===== src/rtl/ip_codma_mem_arbiter.sv =====
// Two-requester arbiter in front of one shared memory slave.
// One transaction at a time: address phase to slave grant, then 1/2/4 data beats.
module ip_codma_mem_arbiter #(
  parameter int RR_ENABLE = 1
) (
  input  logic         i_clock,
  input  logic         i_reset,
  input  logic [1:0]   i_m_read,
  input  logic [1:0]   i_m_write,
  input  logic [63:0]  i_m_addr,
  input  logic [7:0]   i_m_size,
  input  logic [127:0] i_m_write_data,
  input  logic [1:0]   i_m_write_valid,
  output logic [1:0]   o_m_grant,
  output logic [63:0]  o_m_read_data,
  output logic [1:0]   o_m_read_valid,
  output logic [1:0]   o_m_error,
  output logic         o_s_read,
  output logic         o_s_write,
  output logic [31:0]  o_s_addr,
  output logic [3:0]   o_s_size,
  output logic [63:0]  o_s_write_data,
  output logic         o_s_write_valid,
  input  logic         i_s_grant,
  input  logic [63:0]  i_s_read_data,
  input  logic         i_s_read_valid,
  input  logic         i_s_error
);

  typedef enum logic [1:0] {S_IDLE, S_ADDR, S_DATA} state_t;

  state_t     r_state, w_state_nx;
  logic       r_owner, w_owner_nx;
  logic       r_last_winner, w_last_winner_nx;
  logic       r_dir, w_dir_nx;            // 1 = write
  logic [2:0] r_beats, w_beats_nx;

  logic [1:0]  w_pend;
  logic        w_own_rd, w_own_wr, w_beat;
  logic [31:0] w_own_addr;
  logic [3:0]  w_own_size;
  logic [63:0] w_own_wdata;

  assign w_pend      = i_m_read | i_m_write;
  assign w_own_rd    = i_m_read[r_owner];
  assign w_own_wr    = i_m_write[r_owner];
  assign w_own_addr  = r_owner ? i_m_addr[63:32]        : i_m_addr[31:0];
  assign w_own_size  = r_owner ? i_m_size[7:4]          : i_m_size[3:0];
  assign w_own_wdata = r_owner ? i_m_write_data[127:64] : i_m_write_data[63:0];
  // A beat only counts in the direction latched at grant time.
  assign w_beat      = r_dir ? i_m_write_valid[r_owner] : i_s_read_valid;

  always_ff @(posedge i_clock) begin
    if (i_reset) begin
      r_state       <= S_IDLE;
      r_owner       <= 1'b0;
      r_last_winner <= 1'b1;
      r_dir         <= 1'b0;
      r_beats       <= 3'd0;
    end else begin
      r_state       <= w_state_nx;
      r_owner       <= w_owner_nx;
      r_last_winner <= w_last_winner_nx;
      r_dir         <= w_dir_nx;
      r_beats       <= w_beats_nx;
    end
  end

  always_comb begin
    w_state_nx       = r_state;
    w_owner_nx       = r_owner;
    w_last_winner_nx = r_last_winner;
    w_dir_nx         = r_dir;
    w_beats_nx       = r_beats;
    o_m_grant        = 2'b00;
    o_m_read_data    = 64'd0;
    o_m_read_valid   = 2'b00;
    o_m_error        = 2'b00;
    o_s_read         = 1'b0;
    o_s_write        = 1'b0;
    o_s_addr         = 32'd0;
    o_s_size         = 4'd0;
    o_s_write_data   = 64'd0;
    o_s_write_valid  = 1'b0;
    unique case (r_state)
      S_IDLE: begin
        if (|w_pend) begin
          w_state_nx = S_ADDR;
          if (&w_pend) w_owner_nx = (RR_ENABLE != 0) ? ~r_last_winner : 1'b0;
          else         w_owner_nx = w_pend[1];
        end
      end
      S_ADDR: begin
        o_s_read  = w_own_rd;
        o_s_write = w_own_wr & ~w_own_rd;
        o_s_addr  = w_own_addr;
        o_s_size  = w_own_size;
        if (i_s_error) begin
          o_m_error[r_owner] = 1'b1;
          w_last_winner_nx   = r_owner;
          w_state_nx         = S_IDLE;
        end else if (!(w_own_rd || w_own_wr)) begin
          w_state_nx = S_IDLE;   // withdrawn request does not count as a win
        end else if (i_s_grant) begin
          o_m_grant[r_owner] = 1'b1;
          w_dir_nx           = ~w_own_rd;
          w_state_nx         = S_DATA;
          case (w_own_size)
            4'd2:    w_beats_nx = 3'd2;
            4'd4:    w_beats_nx = 3'd4;
            default: w_beats_nx = 3'd1;
          endcase
        end
      end
      S_DATA: begin
        if (r_dir) begin
          o_s_write_data  = w_own_wdata;
          o_s_write_valid = i_m_write_valid[r_owner];
        end else begin
          o_m_read_data           = i_s_read_data;
          o_m_read_valid[r_owner] = i_s_read_valid;
        end
        if (i_s_error) begin
          o_m_error[r_owner] = 1'b1;
          w_last_winner_nx   = r_owner;
          w_state_nx         = S_IDLE;
        end else if (w_beat) begin
          w_beats_nx = r_beats - 3'd1;
          if (r_beats == 3'd1) begin
            w_last_winner_nx = r_owner;
            w_state_nx       = S_IDLE;
          end
        end
      end
      default: w_state_nx = S_IDLE;
    endcase
  end

endmodule


===== config.mk =====
export PLATFORM = sky130hd
export DESIGN_NAME = ip_codma_mem_arbiter
export DESIGN_NICKNAME = d
export VERILOG_FILES = /design/src/rtl/ip_codma_mem_arbiter.sv
export SDC_FILE = /design/constraint.sdc
export NUM_CORES = 1
export LEC_CHECK = 0
export CAP_MARGIN = 20
export CELL_PAD_IN_SITES_DETAIL_PLACEMENT = 2
export CELL_PAD_IN_SITES_GLOBAL_PLACEMENT = 2
export CORE_AREA = 2 2 173 175
export DETAILED_ROUTE_END_ITERATION = 8
export DIE_AREA = 0 0 175 177
export GPL_ROUTABILITY_DRIVEN = 0
export PLACE_DENSITY_LB_ADDON = 0.1
export SKIP_CTS_REPAIR_TIMING = 1
export SLEW_MARGIN = 20
export SYNTH_ARGS = -nofsm -noshare
export SYNTH_HDL_FRONTEND = slang
export SYNTH_SLANG_ARGS = --single-unit

===== constraint.sdc =====
create_clock -name i_clock -period 2.5 [get_ports i_clock]
set_input_delay 0.25 -clock i_clock [delete_from_list [all_inputs] [get_ports i_clock]]
set_output_delay 0.25 -clock i_clock [all_outputs]
set_load 0.02 [all_outputs]

# Yosys cells after proc, flatten, opt, wreduce, memory -nomap -nowiden
# Cells that the tools add are included.
# word_totals
register_bits	8
wordCells	92
rom_bits	0
out_inout_bits	173
ramBits	0
mem_count	0
in_bits	275
latchBits	0
# op_classes
mux	51
n_eq_ne	15
n_addsub	1
bitwise	6
n_mul	0
div	0
order_cmp	2
shifts	0
reduce_logical	12
# op_table
operator	n
$mux W64	5
$mux W32	2
$mux W2	15
$mux W1	17
$mux W3	5
$ne A2 B2 Y1 const B	7
$pmux W3 S2	2
$reduce_and A4 Y1	3
$mux W4	2
$ne A3 B3 Y1 const B	2
$pmux W2 S3	1
$reduce_and A6 Y1	1
$eq A4 B2 Y1 const B	1
$eq A4 B3 Y1 const B	1
$ne A4 B4 Y1 const B	1
$reduce_and A2 Y1	2
$reduce_or A2 Y1	2
$eq A3 B1 Y1 const B	1
$not A1 Y1	3
$sub A3 B1 Y3 const B	1
$and A2 B2 Y2	1
$eq A2 B1 Y1 const B	1
$eq A2 B2 Y1 const B	1
$logic_not A2 Y1	1
other kinds (9)	9

# Logic depth before layout (Yosys ltp)
# depth
ltp_word	8
ltp_mapped	7
depth_no_buf	6

# Least setup slack after synthesis
# Ideal clock, no wire load.
# synth_path
kind	register -> output
from	register r_state[0]
to	output port o_s_write_data[0]
required_time_ps	2250
n_path_buf	2
arrival_time_ps	1687
path_slack_ps	563
stages_incl_launch_ff	7
cell_sequence	dfxtp_1 inv_1 ha_1 clkbuf_1 nand2_1 clkbuf_1 nor2_1
# synth_via
elab_chain_cells	2
# synth_rtl
item	line_no	text
from (decl)	32	state_t r_state, w_state_nx;
from (signal assigned)	61	r_state <= w_state_nx;
$eq A2 B2 Y1	85	unique case (r_state)
$mux W64	85	
to (decl)	22	output logic [63:0] o_s_write_data,
# Every way passes these cells.

# Final worst setup path
# layout_path
from	register r_state[0]
to	output port o_m_read_data[10]
# layout_via
elab_chain_cells	2
# layout_rtl
item	line_no	text
$eq A2 B2 Y1	85	
$mux W64	85	
to (decl)	15	output logic [63:0] o_m_read_data,
# Every way passes these cells.

==> impl_metrics.py <==
metrics = {
    "worst_setup_path": {
        "cp_num_buf_inv": 3,
        "critical_path.cell_chain": "inv_1 > ha_1 > nor2b_4 > clkbuf_16 > and2_1 > clkdlybuf4s50_1",
        "regToRegSetupSlack_ns": 0.49,
        "cp_max_fo": 33,
        "cp.arrival_ns": 2.16,
        "critPathSlowestCell": "clkdlybuf4s50_1",
        "timing.critical_path.to_type": "output port",
        "setup.worst_path.class": "flip-flop to output port",
        "timing.critical_path.required_ns": 2.25,
        "worst_path_largest_cell_delay_ns": 0.65,
        "critPathLaunchType": "flip-flop",
        "worst_path_dominant_cell_family": "buffers and inverters",
    },
    "sta": {
        "max_freq_ghz": 0.415,
        "final.setup.tns_ns": 0,
        "final-hold-violation-count": 0,
        "worst_slew_pin_slew_ns": 0.505,
        "final_min_period_over_clock_period_pct": 96.5,
        "final-setup-viol-count": 0,
        "slew_viol_final": 0,
        "final.setup_skew_ns": 0.000586,
        "min_period_ns": 2.41,
        "relSlewSlack_pct": 65.4,
    },
    "logic_synthesis": {
        "postSynthRegisterBits": 8,
        "post_synthesis_cell_area_mm2": 0.00286,
        "synth_flop_cell": "dfxtp_1",
        "synth_edf_count": 0,
        "yosys_warnings": 0,
        "synth_sequential_area_ratio_pct": 5.60,
        "synth_area_per_cell_um2": 7.06,
        "async_sr_flop_fraction_pct": 0,
        "mappedNetlistNets": 686,
        "synthesis.instances": 405,
        "synthDistinctLibCells": 39,
    },
    "clocking": {
        "clkTransAtPathRegs_ns": 0.04,
        "cts.htree.levels": 1,
        "cts_tree": "done",
        "clock_tree.root_cell": "clkbuf_16",
        "clk_path_buf_depth": 2,
        "cts_buffers": 3,
        "numClockSinks": 8,
        "worstSkewPairLatency_ns": 0.23,
    },
    "floorplan": {
        "core_mm2": 0.0292,
        "floorplan.io_pins": 448,
        "floorplan.die_area_mm2": 0.0310,
        "dieWidth_um": 175,
        "chipHeight_um": 177,
        "rows": 63,
        "floorplan.initialDensity_pct": 9.77,
    },
    "run": {
        "drv_cap": 0,
    },
    "global_route": {
        "grt.overflow.total": 0,
        "number_of_antenna_violations_at_the_first_check_in_global_routing": 10,
        "first_pass_grt_wire_length_mm": 35.6,
        "grt_start_max_net_pins": 67,
        "grt.met3_usage_pct": 5.61,
        "grt.total_usage_pct": 15.3,
        "grt-busiest-layer": "met2",
        "globalRouteMet1Util_pct": 14.8,
        "globalRouteMet2Util_pct": 29.9,
        "grt_pass1_vias": 5457,
    },
    "power_and_ir_drop": {
        "total_power_mw": 1.69,
        "cellPowerDensity_mw_per_mm2": 210,
        "pleak_nw": 2.96,
        "max-vdd-ir-drop_mv": 0.191,
    },
    "detailed_routing": {
        "count_of_tritonroute_iterations_in_the_first_routing_pass": 4,
        "number_of_routed_nets_with_antenna_violations": 0,
        "vias_per_cell": 3.89,
        "drt_drc_violations_left": 0,
        "num_vias": 4814,
        "initialDrtViolationCount": 87,
        "routed_wire_length_per_instance_um": 20.7,
        "totalWireLength_mm": 25.6,
    },
    "placed_design": {
        "dp_cells": 1229,
        "place.port_buffers": 447,
        "dpl.hpwl_mm": 22.3,
    },
    "final_layout": {
        "count_of_fill_cells_added_during_filler_insertion": 3373,
        "final-instance-count-excl-fill": 1239,
        "most_common_library_cell_in_the_layout_ignoring_fill_and_taps": "clkdlybuf4s50_1",
        "commonest_cells_after_routing_fill_and_taps_aside": "429 x clkdlybuf4s50_1, 104 x mux2i_1, 73 x nor2_1",
        "finish.net_count": 1126,
        "final_layout_size_suffix_gt1_share_pct": 4.86,
        "finish.utilization_pct": 27.5,
        "layout-area-overhead-vs-synth_pct": 182,
    },
    "worst_hold_path": {
        "hold_class": "flip-flop to flip-flop",
    },
    "outcome": {
        "status": "complete, no violations",
    },
}
[metal layers]
layer | share of wire (%) | vias up
met5 | 0.27 | -
met4 | 2.8 | 10
met2 | 54 | 248
li1 | - | 2253
met3 | 8.8 | 43
met1 | 34 | 2260
[flip-flops by register name, summed over array words and instances, names as in the netlist]
name / flops
r_owner: 1
r_state: 2
r_dir: 1
r_last_winner: 1
r_beats: 3
[layout make-up]
type | count | area, um^2 | area share, %
repair buffers | 467 | 4730 | 58.8
multi-input cells | 358 | 2550 | 31.7
well taps | 390 | 488 | 6.06
flip-flops and latches | 8 | 164 | 2.04
clock buffers | 4 | 78.8 | 0.979
inverters | 7 | 26.3 | 0.326
diodes | 5 | 12.5 | 0.155
[cells by family (layout without fill, tap and decap cells)]
| kind of cell | count (synthesis) | after routing | share of synthesized area, % |
|---|---|---|---|
| buf+inv | 39 | 478 | 5.74 |
| fa+ha+maj | 6 | 6 | 2.63 |
| other cells | 0 | 5 | 0 |
| simple gates | 214 | 214 | 40.2 |
| xor+xnor | 2 | 2 | 0.613 |
| mux | 104 | 104 | 36.4 |
| compound gates | 32 | 32 | 8.80 |
| flops | 8 | 8 | 5.60 |
[path summary, 6_finish.rpt]
path	start	end	cells after the start
max	r_state[0]	o_m_read_data[10]	6
min	r_state[0]	r_state[0]	2
max reg2reg	r_state[1]	r_beats[0]	7
min reg2reg	r_state[0]	r_state[0]	2
[power by group]
part	internal, mW	switching [mW]	total [mW]
registers	0.137	0.0161	0.153
logic	0.760	0.496	1.26
clock network	0.213	0.0667	0.280
total	1.11	0.579	1.69
[through the flow]
step / area, um^2 / hold slack (ns) / setup WS (ns)
final: 8050 / 0.495 / 0.0879
after global routing: 8040 / 0.529 / -0.0112
after CTS: 7980 / 0.491 / 0.0444
after detailed placement: 7900 / 0.470 / 0.149
after global placement: 7900 / 0.466 / 0.189
after floorplan: 2860 / 0.319 / 0.563
[cells in the mapped netlist, types with 2 or more instances]
library cell    n  area (um^2)
a211o_1         2         17.5
a211oi_1        3         22.5
a21oi_1         3         15.0
a221oi_2        2         30.0
a22o_1          2         17.5
a22oi_1         2         15.0
and2_1         66          413
and3_1          3         18.8
buf_2          14         70.1
clkbuf_1       18         67.6
dfxtp_1         8          160
ha_1            6         75.1
inv_1           7         26.3
mux2i_1       104         1040
nand2_1        10         37.5
nand2b_1        3         18.8
nand3_1         2         10.0
nand3b_1        3         22.5
nor2_1         73          274
nor2b_1        44          275
nor3_1          2         10.0
nor4_1          3         18.8
o2111ai_1       2         17.5
o21ai_0         5         25.0
or3b_1          3         26.3
xnor2_1         2         17.5
[worst min-delay path: stages, from the launching register on]
cell	delay [ns]
dfxtp_1	0.32
nand2_1	0.06
mux2i_1	0.06
Note: power is estimated with default switching activity, not from simulation.
